File: src/rtl/secded_pkg.sv
// rtl/secded_pkg.sv - SECDED code geometry helpers and decode status type
package secded_pkg;

    // Widest check field over the legal DATA_W range (128 data bits -> 8 + overall)
    localparam int MAX_CHK_W = 9;

    typedef struct packed {
        logic                 sgl;
        logic                 dbl;
        logic [MAX_CHK_W-1:0] syn;
    } dec_status_t;

    function automatic bit is_pow2(input int x);
        return (x > 0) && ((x & (x - 1)) == 0);
    endfunction

    function automatic int chk_w(input int data_w);
        int r;
        r = 1;
        for (int k = 8; k >= 1; k--) begin
            if ((1 << k) >= data_w + k + 1) r = k;
        end
        return r + 1;
    endfunction

    // Hamming position (1-based) carrying data bit idx
    function automatic int data_pos(input int idx);
        int pos;
        int cnt;
        pos = 0;
        cnt = 0;
        for (int p = 1; p < 256; p++) begin
            if (!is_pow2(p)) begin
                if (cnt == idx) pos = p;
                cnt++;
            end
        end
        return pos;
    endfunction

endpackage

File: src/rtl/secded_parity.sv
// rtl/secded_parity.sv - Hamming parity groups plus overall parity of a codeword vector
module secded_parity #(
    parameter int CW_W = 39,
    parameter int R    = 6
) (
    input  logic [CW_W-1:0] cw,
    output logic [R-1:0]    ham,
    output logic            par
);

    // Group k covers every position whose binary index has bit k set
    always_comb begin
        ham = '0;
        for (int k = 0; k < R; k++) begin
            for (int i = 0; i < CW_W - 1; i++) begin
                if ((((i + 1) >> k) % 2) == 1) ham[k] = ham[k] ^ cw[i];
            end
        end
    end

    assign par = ^cw;

endmodule

File: src/rtl/secded_codec_pipe.sv
// rtl/secded_codec_pipe.sv - pipelined SECDED encoder (1 stage) and decoder (2 stages)
module secded_codec_pipe
    import secded_pkg::*;
#(
    parameter  int DATA_W = 32,
    parameter  int CNT_W  = 16,
    localparam int CHK_W  = chk_w(DATA_W),
    localparam int CW_W   = DATA_W + CHK_W
) (
    input  logic              clk,
    input  logic              rst,
    input  logic              enc_valid,
    output logic              enc_ready,
    input  logic [DATA_W-1:0] enc_data,
    input  logic [CW_W-1:0]   enc_inj,
    output logic              enc_out_valid,
    input  logic              enc_out_ready,
    output logic [CW_W-1:0]   enc_cw,
    input  logic              dec_valid,
    output logic              dec_ready,
    input  logic [CW_W-1:0]   dec_cw,
    output logic              dec_out_valid,
    input  logic              dec_out_ready,
    output logic [DATA_W-1:0] dec_data,
    output logic [CHK_W-1:0]  dec_syn,
    output logic              dec_err,
    output logic              dec_sgl,
    output logic              dec_dbl,
    input  logic              cnt_clr,
    output logic [CNT_W-1:0]  sgl_cnt,
    output logic [CNT_W-1:0]  dbl_cnt
);

    localparam int               R       = CHK_W - 1;
    localparam logic [R-1:0]     MAX_POS = R'(CW_W - 1);
    localparam logic [CNT_W-1:0] CNT_MAX = '1;

    logic [CW_W-1:0] enc_raw;
    logic [CW_W-1:0] enc_word;
    logic [R-1:0]    enc_ham;
    logic            enc_par;

    for (genvar i = 0; i < CW_W; i++) begin : g_enc_zero
        if (i == CW_W - 1 || is_pow2(i + 1)) begin : g_z
            assign enc_raw[i] = 1'b0;
        end
    end

    for (genvar j = 0; j < DATA_W; j++) begin : g_enc_place
        assign enc_raw[data_pos(j) - 1] = enc_data[j];
    end

    secded_parity #(.CW_W(CW_W), .R(R)) u_enc_par (
        .cw  (enc_raw),
        .ham (enc_ham),
        .par (enc_par)
    );

    for (genvar i = 0; i < CW_W - 1; i++) begin : g_enc_word
        if (is_pow2(i + 1)) begin : g_chk
            assign enc_word[i] = enc_ham[$clog2(i + 1)];
        end else begin : g_dat
            assign enc_word[i] = enc_raw[i];
        end
    end
    // Overall parity = data parity (from zeroed-check vector) folded with the check bits
    assign enc_word[CW_W-1] = enc_par ^ (^enc_ham);

    assign enc_ready = !enc_out_valid || enc_out_ready;

    always_ff @(posedge clk or posedge rst) begin
        if (rst) begin
            enc_out_valid <= 1'b0;
            enc_cw        <= '0;
        end else if (enc_ready) begin
            enc_out_valid <= enc_valid;
            if (enc_valid) enc_cw <= enc_word ^ enc_inj;
        end
    end

    logic [R-1:0]      dec_ham;
    logic              dec_par;
    logic [DATA_W-1:0] dec_cw_data;
    logic              s1_valid;
    logic [DATA_W-1:0] s1_data;
    logic [CHK_W-1:0]  s1_syn;
    logic              s1_adv;
    logic              s2_adv;

    secded_parity #(.CW_W(CW_W), .R(R)) u_dec_par (
        .cw  (dec_cw),
        .ham (dec_ham),
        .par (dec_par)
    );

    // Check bits are fully summarised by the syndrome, so S1 keeps only data bits
    for (genvar j = 0; j < DATA_W; j++) begin : g_dec_pick
        assign dec_cw_data[j] = dec_cw[data_pos(j) - 1];
    end

    assign s2_adv    = !dec_out_valid || dec_out_ready;
    assign s1_adv    = !s1_valid || s2_adv;
    assign dec_ready = s1_adv;

    always_ff @(posedge clk or posedge rst) begin
        if (rst) begin
            s1_valid <= 1'b0;
            s1_data  <= '0;
            s1_syn   <= '0;
        end else if (s1_adv) begin
            s1_valid <= dec_valid;
            if (dec_valid) begin
                s1_data <= dec_cw_data;
                s1_syn  <= {dec_par, dec_ham};
            end
        end
    end

    logic [R-1:0]      syn_s;
    logic              syn_p;
    dec_status_t       cls;
    logic [DATA_W-1:0] data_fix;

    assign syn_s = s1_syn[R-1:0];
    assign syn_p = s1_syn[R];

    always_comb begin
        cls     = '0;
        cls.syn = MAX_CHK_W'(s1_syn);
        if (syn_p) begin
            if (syn_s > MAX_POS) cls.dbl = 1'b1;
            else                 cls.sgl = 1'b1;
        end else if (syn_s != '0) begin
            cls.dbl = 1'b1;
        end
    end

    for (genvar j = 0; j < DATA_W; j++) begin : g_dec_fix
        localparam logic [R-1:0] POS = R'(data_pos(j));
        assign data_fix[j] = s1_data[j] ^ (cls.sgl && (syn_s == POS));
    end

    dec_status_t s2_st;

    always_ff @(posedge clk or posedge rst) begin
        if (rst) begin
            dec_out_valid <= 1'b0;
            dec_data      <= '0;
            s2_st         <= '0;
        end else if (s2_adv) begin
            dec_out_valid <= s1_valid;
            if (s1_valid) begin
                dec_data <= data_fix;
                s2_st    <= cls;
            end
        end
    end

    logic unused_syn_hi;
    assign unused_syn_hi = ^s2_st.syn;

    assign dec_syn = s2_st.syn[CHK_W-1:0];
    assign dec_sgl = s2_st.sgl;
    assign dec_dbl = s2_st.dbl;
    assign dec_err = s2_st.sgl | s2_st.dbl;

    logic dec_acc;
    assign dec_acc = dec_out_valid && dec_out_ready;

    always_ff @(posedge clk or posedge rst) begin
        if (rst) begin
            sgl_cnt <= '0;
            dbl_cnt <= '0;
        end else begin
            if (cnt_clr)                                      sgl_cnt <= (dec_acc && dec_sgl) ? CNT_W'(1) : '0;
            else if (dec_acc && dec_sgl && sgl_cnt != CNT_MAX) sgl_cnt <= sgl_cnt + CNT_W'(1);
            if (cnt_clr)                                      dbl_cnt <= (dec_acc && dec_dbl) ? CNT_W'(1) : '0;
            else if (dec_acc && dec_dbl && dbl_cnt != CNT_MAX) dbl_cnt <= dbl_cnt + CNT_W'(1);
        end
    end

endmodule

File: config.mk
export PLATFORM = sky130hd
export DESIGN_NAME = secded_codec_pipe
export DESIGN_NICKNAME = d
export VERILOG_FILES = /design/src/rtl/secded_pkg.sv /design/src/rtl/secded_parity.sv /design/src/rtl/secded_codec_pipe.sv
export SDC_FILE = /design/constraint.sdc
export NUM_CORES = 1
export LEC_CHECK = 0
export BUFFER_PORTS_ARGS = -buffer_cell sky130_fd_sc_hd__buf_2
export CORE_UTILIZATION = 53
export CTS_BUF_LIST = sky130_fd_sc_hd__clkbuf_4
export CTS_CLUSTER_DIAMETER = 200
export DETAILED_ROUTE_END_ITERATION = 6
export PLACE_DENSITY = 0.81
export SYNTH_ARGS = -nofsm -noshare
export SYNTH_HDL_FRONTEND = slang
export SYNTH_SLANG_ARGS = --single-unit
File: constraint.sdc
create_clock -name clk -period 6 [get_ports clk]
set_clock_uncertainty 0.15 [all_clocks]
set_input_delay 0.3 -clock clk [delete_from_list [all_inputs] [get_ports clk]]
set_output_delay 0.3 -clock clk [all_outputs]
set_load 0.02 [all_outputs]
# Word-level counts from Yosys, hierarchy flattened
# Cells that the tools add are included.
dict set report totals {
  register_bits 154
  latch_bits 0
  mem_bits_rw 0
  rom_bits 0
  input_bits 117
  output_inout_bits 117
  wordCells 321
  n_memories 0
}
dict set report classes {
  addsub 2
  multipliers 0
  n_div 0
  n_lt_le_gt_ge 1
  eq_ne 34
  shifts 0
  muxes 11
  bitwise_logic 209
  n_reduce_logical 52
}
# cell n
set ops {}
lappend ops {{bitwise XOR 1 bit} 207}
lappend ops {{equality test 6 x 5 -> 1 bit, second input constant} 15}
lappend ops {{parity 39 bit} 2}
lappend ops {{2-to-1 mux 16 bit} 4}
lappend ops {{equality test 6 x 4 -> 1 bit, second input constant} 7}
lappend ops {{bitwise XOR 39 bit} 1}
lappend ops {{logical AND 1 bit} 37}
lappend ops {{equality test 6 bit, second input constant} 6}
lappend ops {{adder 16 x 1 -> 16 bit, second input constant} 2}
lappend ops {{!= test 16 bit, second input constant} 2}
lappend ops {{equality test 6 x 3 -> 1 bit, second input constant} 3}
lappend ops {{2-to-1 mux 1 bit} 7}
lappend ops {{equality test 6 x 2 -> 1 bit, second input constant} 1}
lappend ops {{> comparator 6 bit, second input constant} 1}
lappend ops {{AND reduction 2 bit} 3}
lappend ops {{nonzero test 6 bit} 1}
lappend ops {{parity 6 bit} 1}
lappend ops {{nonzero test 2 bit} 2}
lappend ops {{logical NOT 1 bit} 3}
lappend ops {{logical OR 1 bit} 3}
lappend ops {{bitwise OR 1 bit} 1}

# Longest topological paths before layout
# Gate-level depths: netlist (run 1).
dict set report logic_depth {
  ltp_word 20
  mapped_depth 8
  mapped_depth_nobuf 7
}

# Cells and area by module
# From an unflattened synthesis (run 1), not the netlist that was laid out.
dict set report hier_totals {
  cells_unflattened 801
  area_unflattened_um2 8622.0
}
# module n_inst cells_per_inst area_per_inst_um2
set modules_own_cells {}
lappend modules_own_cells {secded_codec_pipe 1 679 7110.6}
lappend modules_own_cells {secded_parity 2 61 755.7}

# Least setup slack after synthesis (run 1)
# Ideal clock, no wire load.
dict set report synth_path {
  path_kind {input -> register}
  startpoint {in enc_data[25]}
  endpoint {reg enc_cw[38]}
  setup_ps 76
  arrival_time_ps 1850
  setup_slack_ps 3924
  stages 6
  n_path_buf 0
  cell_sequence {xnor2_1 > xnor3_2 > xnor2_2 > xnor3_1 > xnor3_1 > o21ai_1}
}
dict set report synth_between {
  elab_chain_cells 7
}
# element line
set synth_rtl {}
lappend synth_rtl {{start: declaration} secded_codec_pipe.sv:14} ;# input logic [DATA_W-1:0] enc_data,
lappend synth_rtl {{bitwise XOR 1 bit (4 in series)} secded_parity.sv:16} ;# if ((((i + 1) >> k) % 2) == 1) ham[k] = ham[k] ^ cw[i];
lappend synth_rtl {{parity 6 bit} secded_codec_pipe.sv:67} ;# assign enc_word[CW_W-1] = enc_par ^ (^enc_ham);
lappend synth_rtl {{bitwise XOR 1 bit *} secded_codec_pipe.sv:67}
lappend synth_rtl {{bitwise XOR 39 bit *} secded_codec_pipe.sv:77} ;# if (enc_valid) enc_cw <= enc_word ^ enc_inj;
lappend synth_rtl {{end signal: assignment} secded_codec_pipe.sv:77}
lappend synth_rtl {{end: declaration} secded_codec_pipe.sv:18} ;# output logic [CW_W-1:0] enc_cw,
# Mark *: on every way between the ends. The rest lies on a longest branch, timed or not.
# A chain may end at the register's enable or synchronous reset.

# Worst setup path after layout (run 1)
dict set report layout_path {
  startpoint {reg sgl_cnt[0]}
  endpoint {reg sgl_cnt[5]}
}
dict set report layout_between {
  elab_chain_cells 3
}
# element line
set layout_rtl {}
lappend layout_rtl {{start: declaration} secded_codec_pipe.sv:30} ;# output logic [CNT_W-1:0] sgl_cnt,
lappend layout_rtl {{start signal: assignment} secded_codec_pipe.sv:175} ;# if (cnt_clr) sgl_cnt <= (dec_acc && dec_sgl) ? CNT_W'(1) : '0;
lappend layout_rtl {{start signal: assignment} secded_codec_pipe.sv:176} ;# else if (dec_acc && dec_sgl && sgl_cnt != CNT_MAX) sgl_cnt <= sgl_cnt + CNT_W'(1);
lappend layout_rtl {{adder 16 x 1 -> 16 bit or != test 16 bit (tied branches)} secded_codec_pipe.sv:176}
lappend layout_rtl {{2-to-1 mux 16 bit or logical AND 1 bit (tied branches)} secded_codec_pipe.sv:176}
lappend layout_rtl {{2-to-1 mux 16 bit or nonzero test 2 bit (tied branches)} -}
# Several ways; a longest one is shown, not always the timed one. The select of a mux whose other input is x is not followed.

==> results_dict.tcl, run 1 <==
set metrics [dict create \
    p_leak_nw 4.85 \
    cts_resized 0 \
    fin_cells 1311 \
    arrival_ps 2420 \
    setup_viol 0 \
    drive_gt1_frac 0.285 \
    final.min_clock_period_ps 2100 \
    hp-class "in -> async" \
    synth.yosys.seq_area_share 0.473 \
    cts.path.max_buffers 2 \
    crit_path_top_delay_cell "dfrtp_1" \
    cts_buffers 17 \
    max_stage_delay_ps 470 \
    synth_xor_area_frac 0.263 \
    dpl_cell_area_um2 9460 \
    cp.required_ps 6320 \
    vias_per_cell 5.44 \
    synth-seq-cells 154 \
    crit_chain "ha_1 -> and3_1 -> and3_1 -> a21o_1 -> nor2_1 -> xnor2_1 -> nor2_1" \
    dpl.hpwl_um 14300 \
    die_area_um2 15900 \
    layout_commonest_cell "buf_2" \
    drc 0 \
    dp_cells 1172 \
    r2r_setup_slack_ps 3900 \
    synthFlopType "dfrtp_1" \
    fp.dieH_um 126 \
    syn_area_um2 8140 \
    gp_congestion 0.843 \
    grt_max_degree 82 \
    critPathCaptureType "flip-flop" \
    start_util 0.552 \
    synth-simple-area-share 0.125 \
    syn_inst 781 \
    synth_top_area_frac 0.473 \
    synth_mux_area_frac 0.0606 \
    cts_num_sinks 154 \
    synthArstFlopShare 1.00 \
    grt_antenna_before_repair 1 \
    worstSetupPathType "reg -> reg" \
    period_share 0.350 \
    critPathBufInv 0 \
    num_io_pins 234 \
    finalSetupTns_ps 0 \
    area_delta_synth_final_pct 32.7 \
    power_density_nw_per_um2 317 \
    synth_top_family_by_area "XOR/XNOR gates" \
    grt-ovfl-total 0 \
    cts_tree "yes" \
    wl_um 24400 \
    relSlewSlack 0.180 \
    cts-root-buf "clkbuf_4" \
    critical-path-top-delay-family "simple AND/OR/NAND/NOR gates" \
    clk-insertion-delay-late_ps 590 \
    drv_slew 0 \
    grt_pass1_vias 7378 \
    portBuffers 233 \
    synth-compound-area-share 0.0595 \
    grt_use_total 0.316 \
    hold_viol 0 \
    grt_pass1_wl_um 38000 \
    startpoint_type "flip-flop" \
    tightest_slew_ps 1220 \
    max_freq_mhz 476 \
    first_iter_violations 464 \
    vdd_drop_max_uv 195 \
    cp_max_fo 9 \
    ant_nets 0 \
    rsz0062_at_grt "false" \
    syn_area_per_cell_um2 10.4 \
    htreeDepth 4 \
    routedWlPerCell_um 18.6 \
    finish.instance_area_um2 10800 \
    synth-edff-count 0 \
    post_cts_buffers 0 \
    ys_types 41 \
    fp-row-count 44 \
    synthTopCellsByArea "dfrtp_1 47%, xnor2_1 18%, mux2_2 5.8%" \
    syn-num-nets 900 \
    p_total_mw 3.43 \
    core_um2 14800 \
    die_w_um 126 \
    yosys_warnings 0 \
    synthAdderAreaFrac 0.00307 \
    cts.clk_slew.worst_paths_ps 150 \
    outcome "finished, final reports clean" \
    fin_nets 1232 \
    mostFrequentLayoutCells "233 x buf_2, 165 x xnor2_1, 154 x dfrtp_1" \
    yosys.area.top_type "dfrtp_1" \
    drtPass1Iterations 5 \
    max_cap_violations 0 \
    num_vias 7133 \
]
[cell families after synthesis]
family,after synthesis
buffers and inverters,33
XOR/XNOR,230
flip-flops,154
multiplexers,44
AND/OR/NAND/NOR,227
AO/OA/AOI/OAI,91
adder cells (fa/ha/maj),2
[state kept, by name, summed over array words and instances (netlist names)]
signal         count
sgl_cnt           16
s1_valid           1
s1_syn             7
dec_dbl            1
enc_out_valid      1
dec_sgl            1
dec_out_valid      1
dbl_cnt           16
dec_syn            7
dec_data          32
s1_data           32
enc_cw            39
[stage by stage]
stage	util	worst slack (ps)	hold WS, ps
global route	0.732	3720	184
finish	0.732	3900	173
global placement	0.641	3570	302
CTS	0.732	3910	50.5
floorplan	-	1400	248
detailed placement	0.641	3480	312
[final timing paths]
path | from | cells past startpoint | end
max | sgl_cnt[0] | 7 | sgl_cnt[5]
min | rst | 3 | enc_out_valid
max reg2reg | sgl_cnt[0] | 7 | sgl_cnt[5]
min reg2reg | enc_cw[2] | 2 | enc_cw[2]
max in group asynchronous | rst | 4 | s1_data[3]
min in group clk | enc_inj[31] | 5 | enc_cw[31]
[synth_stat cells (all sizes together) (3+ instances only)]
| library cell | n |
|---|---|
| xnor2 | 168 |
| dfrtp | 154 |
| nor2 | 87 |
| nand2 | 71 |
| xor2 | 55 |
| o21ai | 45 |
| mux2 | 42 |
| a21oi | 35 |
| clkbuf | 24 |
| nand3 | 18 |
| nand4 | 11 |
| and3 | 9 |
| nand2b | 9 |
| xnor3 | 7 |
| and4 | 5 |
| buf | 5 |
| nor3 | 5 |
| inv | 4 |
| nor2b | 3 |
[layout make-up]
| class | instances | area, um^2 |
|---|---|---|
| Tap cell | 184 | 230 |
| Clock inverter | 15 | 155 |
| Antenna cell | 1 | 2.50 |
| Clock buffer | 17 | 128 |
| Fill cell | 991 | 3950 |
| Inverter | 4 | 20.0 |
| Multi-Input combinational cell | 594 | 4170 |
| Timing Repair Buffer | 342 | 2250 |
| Sequential cell | 154 | 3850 |
[routing by layer]
metal | vias up | share of wire | track usage
met5 | - | 0 | 0
met4 | 0 | 0.052 | 0.195
met3 | 89 | 0.080 | 0.0824
met2 | 363 | 0.48 | 0.519
met1 | 3439 | 0.38 | 0.371
li1 | 3242 | - | -
[where the power goes]
part / leakage [nW] / switching [mW] / internal (mW)
clock network: 0.148 / 0.434 / 0.221
registers: 1.88 / 0.183 / 1.24
logic: 2.82 / 0.760 / 0.594
[repair_timing]
| action | 4_1_cts | 5_1_grt |
|---|---|---|
| hold endpoints to repair | 145 | 0 |
| setup endpoints to repair | 0 | 0 |
| hold buffers | 106 | 0 |
[worst reg2reg max path, stage by stage, from the launching register on]
cell and delay, ps:
dfrtp_1 470, ha_1 250, and3_1 250, and3_1 230, a21o_1 290, nor2_1 170, xnor2_1 130, nor2_1 50
Note: power is estimated with default switching activity, not from simulation.
==> run 2: changes to the inputs <==
--- a/config.mk
+++ b/config.mk
@@ -6,11 +6,11 @@
 export NUM_CORES = 1
 export LEC_CHECK = 0
 export BUFFER_PORTS_ARGS = -buffer_cell sky130_fd_sc_hd__buf_2
-export CORE_UTILIZATION = 53
+export CORE_UTILIZATION = 49
 export CTS_BUF_LIST = sky130_fd_sc_hd__clkbuf_4
 export CTS_CLUSTER_DIAMETER = 200
 export DETAILED_ROUTE_END_ITERATION = 6
-export PLACE_DENSITY = 0.81
+export PLACE_DENSITY = 0.79
 export SYNTH_ARGS = -nofsm -noshare
 export SYNTH_HDL_FRONTEND = slang
 export SYNTH_SLANG_ARGS = --single-unit
==> constraint.sdc (replaced) <==
create_clock -name clk -period 1.92 [get_ports clk]
set_clock_uncertainty 0.15 [all_clocks]
set_input_delay 0.096 -clock clk [delete_from_list [all_inputs] [get_ports clk]]
set_output_delay 0.096 -clock clk [all_outputs]
set_load 0.02 [all_outputs]
==> results_dict.tcl, run 2 (same netlist as run 1, synthesis figures left out) <==
set metrics [dict create \
    outcome "finished, violations left" \
    endpoint "s1_syn[6]" \
    first_iter_violations 356 \
    routedWlPerCell_um 17.9 \
    max_cap_violations 0 \
    cts_tree "yes" \
    htreeDepth 4 \
    cp_max_fo 3 \
    power_density_nw_per_um2 973 \
    final_util 0.716 \
    cpMostUsedCell "xnor2_1" \
    period_share 1.01 \
    cp.required_ps 2250 \
    startpoint_type "input port" \
    n_fill_cell 1065 \
    core_um2 16100 \
    num_vias 7360 \
    num_io_pins 234 \
    mostFrequentLayoutCells "233 x buf_2, 159 x xnor2_1, 154 x dfrtp_1" \
    cts_buffers 17 \
    fp-row-count 46 \
    worst_slack_ps -21.2 \
    violations "negative setup slack" \
    grt_use_total 0.301 \
    final.min_clock_period_ps 1940 \
    largest_register_ffs 39 \
    drv_slew 0 \
    drive_gt1_frac 0.331 \
    p_leak_nw 5.19 \
    grt_antenna_before_repair 2 \
    max_freq_mhz 515 \
    area_delta_synth_final_pct 41.2 \
    fp.dieH_um 131 \
    r2r-start "sgl_cnt[1]" \
    start_util 0.507 \
    crit_chain "dlygate4sd3_1 -> buf_2 -> xnor3_1 -> xnor2_1 -> xnor2_1 -> xnor2_1 -> xnor3_1 -> o21ai_1" \
    max_stage_delay_ps 540 \
    reg2regPathDepth 7 \
    r2r_setup_slack_ps 100 \
    die_area_um2 17100 \
    relSlewSlack 0.614 \
    drc 0 \
    grt-ovfl-total 0 \
    grt_pass1_wl_um 38600 \
    vias_per_cell 5.26 \
    grt_pass1_vias 7674 \
    cp.depth 8 \
    ant_nets 0 \
    layout_commonest_cell "buf_2" \
    cts_num_sinks 154 \
    critPathBufInv 2 \
    clk-insertion-delay-late_ps 570 \
    setup_viol 1 \
    top_regs "enc_cw (39), dec_data (32), s1_data (32)" \
    cts-root-buf "clkbuf_4" \
    hold_viol 0 \
    r2r_end "sgl_cnt[5]" \
    cts.path.max_buffers 2 \
    gp_congestion 0.825 \
    cts.clk_slew.worst_paths_ps 140 \
    fin_nets 1289 \
    crit_path_top_delay_cell "dlygate4sd3_1" \
    drtPass1Iterations 5 \
    critPathCaptureType "flip-flop" \
    die_w_um 131 \
    tightest_slew_ps 579 \
    arrival_ps 2270 \
    regMostFlops "enc_cw" \
    vdd_drop_max_uv 480 \
    cp-startpoint "dec_cw[32]" \
    grt_max_degree 101 \
    portBuffers 233 \
    hold_slack_ps 53.0 \
    critical-path-top-delay-family "XOR/XNOR gates" \
    dpl.hpwl_um 15200 \
    hp-class "in -> reg" \
    worstSetupPathType "in -> reg" \
    wl_um 25100 \
]
==> run 2: cell types whose count changed in the layout (fill, tap and decap cells not counted), sizes merged <==
cell         previous run  this run
inv                    12         5
dlygate4sd3           106       111
buf                   236       288
clkbuf                 17        19
bufinv                  1         3
clkinv                  4         7
==> run 2: cell type report <==
type                       instances  area (um^2)  area share
antenna                            1         2.50    0.000218
clock buffer                      19          143      0.0124
clock inverter                    13          150      0.0131
inverter                           4         18.8     0.00163
multi-input combinational        594         4320       0.376
sequential                       154         3850       0.335
tap                              216          270      0.0235
timing repair buffer             399         2740       0.238
==> run 2: timing repair <==
| action | 4_1_cts | 5_1_grt |
|---|---|---|
| setup endpoints to repair | 4 | 25 |
| hold buffers | 111 | 0 |
| gates resized for setup | 3 | 22 |
| buffers inserted | 0 | 2 |
| endpoints found under the hold margin | 267 | 0 |
| pin swaps | 0 | 8 |
==> run 2: metal layers <==
metal | track usage | wire [um] | vias to the layer above
met2 | 0.506 | 12600 | 333
met5 | 0 | 0 | -
met4 | 0.166 | 1120 | 0
met1 | 0.355 | 9770 | 3555
met3 | 0.0729 | 1640 | 98
li1 | - | - | 3374
==> run 2: worst register-to-register path, delay by kind of cell (launching register included) <==
kind | cells | cell delay (ps)
XOR/XNOR | 1 | 130
AND/OR/NAND/NOR | 4 | 580
AO/OA/AOI/OAI | 1 | 250
flip-flops | 1 | 410
adder cells (fa/ha/maj) | 1 | 200
==> run 2: per-stage QoR <==
stage | instances | total power [mW] | area [um^2] | setup TNS [ps] | setup WS (ps)
floorplan | 781 | 7.06 | 8160 | -42380 | -271
global placement | 1254 | 8.54 | 9930 | -148 | -148
detailed placement | 1254 | 8.65 | 9930 | -252 | -246
CTS | 1397 | 11.0 | 11300 | 0 | 20.1
global route | 1400 | 11.8 | 11500 | -63.7 | -43.9
finish | 1400 | 11.2 | 11500 | -21.2 | -21.2
==> run 2: how the worst min path moves through the flow <==
stage                 start  depth (start not counted)      endpoint
2_1_floorplan       cnt_clr                          1    dbl_cnt[0]
3_3_place_gp            rst                          3  dec_data[23]
3_5_place_dp            rst                          3  dec_data[24]
4_1_cts        enc_data[30]                          5    enc_cw[31]
5_1_grt         enc_inj[15]                          6    enc_cw[15]
6_report        enc_inj[15]                          6    enc_cw[15]
==> run 2: report_power, final <==
group	internal, mW	switching [mW]
Clock	0.921	1.19
Combinational	2.17	2.54
Sequential	3.86	0.499
